### src/rtl/execute_cycle.sv
// RV32I execute stage: operand select, ALU, branch resolve, squash, E/M register.
// Optional operand forwarding muxes are enabled by defining FORWARD_EN.
module execute_cycle #(
    parameter int SQUASH_CYCLES = 2
) (
    input  logic        clk,
    input  logic        rst,
    input  logic        en,
    input  logic        RegWriteE,
    input  logic        ALUSrcE,
    input  logic        MemWriteE,
    input  logic        ResultSrcE,
    input  logic        BranchE,
    input  logic [2:0]  ALUControlE,
    input  logic [31:0] RD1_E,
    input  logic [31:0] RD2_E,
    input  logic [31:0] Imm_Ext_E,
    input  logic [31:0] PCE,
    input  logic [31:0] PCPlus4E,
    input  logic [4:0]  RD_E,
    input  logic [1:0]  ForwardAE,
    input  logic [1:0]  ForwardBE,
    input  logic [31:0] ResultW,
    output logic        PCSrcE,
    output logic [31:0] PCTargetE,
    output logic        RegWriteM,
    output logic        MemWriteM,
    output logic        ResultSrcM,
    output logic [4:0]  RD_M,
    output logic [31:0] ALUResultM,
    output logic [31:0] WriteDataM,
    output logic [31:0] PCPlus4M
);

    localparam logic [1:0] SQ_LOAD = 2'(SQUASH_CYCLES);

    logic [31:0] src_a;
    logic [31:0] fwd_b;
    logic [31:0] src_b;
    logic [31:0] alu_result;
    logic        zero;
    logic [1:0]  sq;
    logic        squash_active;

`ifdef FORWARD_EN
    always_comb begin
        unique case (ForwardAE)
            2'b01:   src_a = ResultW;
            2'b10:   src_a = ALUResultM;
            default: src_a = RD1_E;
        endcase
    end

    always_comb begin
        unique case (ForwardBE)
            2'b01:   fwd_b = ResultW;
            2'b10:   fwd_b = ALUResultM;
            default: fwd_b = RD2_E;
        endcase
    end
`else
    logic unused_fwd;

    assign src_a      = RD1_E;
    assign fwd_b      = RD2_E;
    assign unused_fwd = ^{ForwardAE, ForwardBE, ResultW};
`endif

    assign src_b = ALUSrcE ? Imm_Ext_E : fwd_b;

    always_comb begin
        alu_result = '0;
        unique case (ALUControlE)
            3'b000:  alu_result = src_a + src_b;
            3'b001:  alu_result = src_a - src_b;
            3'b010:  alu_result = src_a & src_b;
            3'b011:  alu_result = src_a | src_b;
            3'b101:  alu_result = {31'b0, $signed(src_a) < $signed(src_b)};
            default: alu_result = '0;
        endcase
    end

    assign zero          = (alu_result == 32'd0);
    assign squash_active = (sq != 2'd0);
    assign PCSrcE        = BranchE & zero & ~squash_active;
    assign PCTargetE     = PCE + Imm_Ext_E;

    // Squashed slots keep their data but never commit a register or memory write.
    always_ff @(posedge clk) begin
        if (rst) begin
            RegWriteM  <= 1'b0;
            MemWriteM  <= 1'b0;
            ResultSrcM <= 1'b0;
            RD_M       <= '0;
            ALUResultM <= '0;
            WriteDataM <= '0;
            PCPlus4M   <= '0;
            sq         <= '0;
        end else if (en) begin
            RegWriteM  <= RegWriteE & ~squash_active;
            MemWriteM  <= MemWriteE & ~squash_active;
            ResultSrcM <= ResultSrcE;
            RD_M       <= RD_E;
            ALUResultM <= alu_result;
            WriteDataM <= fwd_b;
            PCPlus4M   <= PCPlus4E;
            if (PCSrcE)
                sq <= SQ_LOAD;
            else if (squash_active)
                sq <= sq - 2'd1;
        end
    end

endmodule

### config.mk
export PLATFORM = sky130hd
export DESIGN_NAME = execute_cycle
export DESIGN_NICKNAME = d
export VERILOG_FILES = /design/src/rtl/execute_cycle.sv
export SDC_FILE = /design/constraint.sdc
export NUM_CORES = 1
export LEC_CHECK = 0
export BUFFER_PORTS_ARGS = -buffer_cell sky130_fd_sc_hd__buf_4
export CAP_MARGIN = 10
export CELL_PAD_IN_SITES_DETAIL_PLACEMENT = 0
export CELL_PAD_IN_SITES_GLOBAL_PLACEMENT = 2
export CORE_MARGIN = 2
export CORE_UTILIZATION = 32
export DETAILED_ROUTE_END_ITERATION = 8
export GPL_ROUTABILITY_DRIVEN = 0
export HOLD_SLACK_MARGIN = 0.02
export PLACE_DENSITY = 0.95
export SLEW_MARGIN = 20
export SYNTH_ARGS = -nofsm -noshare
export SYNTH_HDL_FRONTEND = slang
export SYNTH_SLANG_ARGS = --single-unit
### constraint.sdc
create_clock -name clk -period 10.2 [get_ports clk]
set_input_delay 0.51 -clock clk [delete_from_list [all_inputs] [get_ports clk]]
set_output_delay 0.51 -clock clk [all_outputs]
set_load 0.03 [all_outputs]
==> flow_summary.json <==
{
  "worst-setup-path-type": "primary input to output pin",
  "grt_usage_pct": 22.0,
  "static_leakage_nw": 6.83,
  "ys_types": 93,
  "filler_cell_count_in_the_final_layout": 3683,
  "worst_setup_hold_path_clk_slew_ns": 0.09,
  "finClkSkew_ns": 0.00815,
  "cts_max_level": 3,
  "die_outline_area_um2": 37300,
  "postCtsSetupBuffers": 0,
  "routed_via_density": 5.45,
  "number_of_max_slew_violations_in_the_final_report": 0,
  "dp_hpwl_um": 33500,
  "clk_root_buffer_cell": "clkbuf_16",
  "fin_nets": 2110,
  "max_cap_viol_count": 0,
  "detail-route-antenna-nets": 0,
  "syn-cell-area_um2": 11500,
  "post_route_cells_drive_above_1_share_pct": 21.7,
  "crit_path_end_kind": "output pin",
  "synth_sequential_area_ratio_pct": 18.5,
  "postSynthAreaPerCell_um2": 7.63,
  "hold_path.startpoint": "PCPlus4E[0]",
  "worst_path_largest_cell_delay_ns": 0.80,
  "tns_ns": 0,
  "yosys_most_used_dff": "dfxtp_1",
  "rows": 69,
  "global_route_wire_length_before_repair_um": 65800,
  "slew_headroom_pct": 33.4,
  "setup_viol_count_final": 0,
  "powerDensity_nw_per_um2": 117,
  "rsz0062_at_grt": "no",
  "clk_path_buf_depth": 2,
  "timing.rr.start": "sq[0]",
  "fmaxAchievable_mhz": 163,
  "drt_pass1_iterations": 6,
  "die_h_um": 193,
  "clock_latency_ns": 0.38,
  "post-route-util_pct": 40.6,
  "boundaryPins": 349,
  "ff_latch_count_synth": 106,
  "detail_route.drc_violations": 0,
  "yosys_warnings": 0,
  "cts_resized": 0,
  "cp_max_delay_cell": "a2111oi_0",
  "synthCells": 1502,
  "tritoncts": "yes",
  "number_of_diodes_added_for_antenna_fixing": 0,
  "port_buffers": 312,
  "timing.critical_path.arrival_ns": 5.61,
  "overflow": 0,
  "worstPathCellList": "buf_4 -> mux2i_1 -> inv_1 -> ha_1 -> inv_1 -> fa_1 -> nand2b_1 -> a21oi_1 -> o2111ai_1 -> and3_1 -> mux2i_1 -> o211ai_1 -> a2111oi_0 -> nand4_1 -> or4_4 -> nor3_1 -> buf_4",
  "max_fo_critical_path": 32,
  "holdCritPathClass": "primary input to flip-flop",
  "peakVddDrop_mv": 0.129,
  "final_min_period_over_clock_period_pct": 60.0,
  "finalWorstPathRequiredPeriod_ns": 6.12,
  "grt_pass1_vias": 11900,
  "run_status": "finished, final reports clean",
  "numClockSinks": 106,
  "crit_path_start": "ALUSrcE",
  "reg2reg_setup_slack_ns": 8.87,
  "synth_edf_count": 0,
  "grt_max_degree": 67,
  "initial_utilization_pct": 32.4,
  "postRouteWirelength_um": 42500,
  "setup.worst_path.start_class": "primary input",
  "crit_required_ns": 9.69,
  "die_width_um": 193,
  "dr.first_iter.drc_count": 732,
  "area_delta_synth_final_pct": 25.6,
  "avgRoutedWirePerCell_um": 19.1,
  "final_hold_viol_count": 0,
  "core_um2": 35400,
  "synthesis.nets": 1858,
  "timing_worst_slew_pin_value_ns": 0.974,
  "cts_buffers": 9,
  "async_reset_ff_share_pct": 0,
  "hold_buffers": 0,
  "vias": 12100,
  "antenna_found_initial": 0
}
==> where the power goes <==
group	total [W]	switching, W	internal (W)
sequential	0.000457	0.0000149	0.000442
clock	0.000378	0.000201	0.000176
combinational	0.000855	0.000530	0.000325
total	0.00169	0.000746	0.000944
==> critical path: cells and delay by family <==
| kind | cells | cell delay [ns] |
|---|---|---|
| compound gates | 4 | 1.58 |
| simple gates | 5 | 1.53 |
| fa+ha+maj | 2 | 0.64 |
| buf+inv | 4 | 0.89 |
| mux | 2 | 0.42 |
==> synth_stat cells (all sizes together) (5+ instances only) <==
cell type  instances  area, µm²
a2111oi            7       67.6
a211o              5       43.8
a211oi            48        365
a21boi             7       52.6
a21o              28        210
a21oi             96        480
a31oi             12       75.1
and2               5       31.3
and3               9       61.3
buf               37        204
clkbuf            44        176
dfxtp            106       2120
ha               141       1760
inv              111        417
mux2i            111       1110
nand2             81        304
nand2b            22        138
nand3             22        110
nand4             16        100
nor2             210        791
nor2b             20        125
nor3              43        215
nor4              12       81.3
o2111ai            5       43.8
o211ai            26        195
o21a              16        120
o21ai             65        325
o21bai             9       78.8
o221ai             9       78.8
o22ai              5       31.3
o31a               6       53.8
o31ai             14        105
or2               15       93.8
or3               15       98.8
or4                6       48.8
xnor2             24        210
xor2              13        114
==> path summary, 6_finish.rpt <==
path / end / cells after the start
hold / removal: PCPlus4M[0] / 3
setup / recovery: PCSrcE / 17
setup reg to reg: sq[0] / 4
hold reg to reg: MemWriteM / 2
==> final cells by class <==
| type | count | area [µm²] | share of cell area [%] |
|---|---|---|---|
| Inverter | 113 | 424 | 2.95 |
| Sequential cell | 106 | 2120 | 14.8 |
| Timing Repair Buffer | 322 | 2420 | 16.8 |
| Clock inverter | 7 | 77.6 | 0.539 |
| Multi-Input combinational cell | 1202 | 8540 | 59.4 |
| Tap cell | 461 | 577 | 4.01 |
| Clock buffer | 9 | 225 | 1.57 |
==> sequential cells by signal, summed over array words and instances, names as in the netlist <==
| name | cells |
|---|---|
| ResultSrcM | 1 |
| sq | 2 |
| WriteDataM | 32 |
| ALUResultM | 32 |
| RegWriteM | 1 |
| MemWriteM | 1 |
| RD_M | 5 |
| PCPlus4M | 32 |
==> cells by family (layout without fill, tap and decap cells) <==
kind of cell / after synthesis / after routing / synth area share, %
compound gates: 414 / 414 / 25.1
mux: 113 / 113 / 10.0
buf+inv: 194 / 451 / 7.02
fa+ha+maj: 144 / 144 / 15.9
xor+xnor: 37 / 37 / 2.83
simple gates: 494 / 494 / 20.6
flops: 106 / 106 / 18.5
==> layout by cell type, fill, tap and decap left out, types with 26 or more instances in the layout <==
master	count
buf_4	321
nor2_1	209
ha_1	141
inv_1	111
mux2i_1	111
dfxtp_1	106
a21oi_1	96
nand2_1	81
o21ai_0	64
a211oi_1	47
nor3_1	42
a21o_1	28
o211ai_1	26
==> through the flow <==
stage | power [W] | hold slack (ns) | area [µm²] | worst slack [ns] | cells
2_1_floorplan | 0.00102 | 0.463 | 11500 | 4.84 | 1502
3_5_place_dp | 0.00131 | 0.458 | 14100 | 4.17 | 2204
5_1_grt | 0.00179 | 0.349 | 14400 | 3.81 | 2220
4_1_cts | 0.00170 | 0.344 | 14400 | 4.15 | 2220
3_3_place_gp | 0.00130 | 0.452 | 14100 | 4.15 | 2204
6_report | 0.00169 | 0.360 | 14400 | 4.08 | 2220
==> per-layer routing <==
layer / up-vias / GRT usage [%] / wire length, µm
li1: 5890 / - / -
met1: 5608 / 28.2 / 18400
met2: 508 / 36.5 / 19500
met3: 82 / 4.48 / 3150
met4: 0 / 7.55 / 1420
met5: - / 0 / 0
Power figures use the tool's default switching activity.
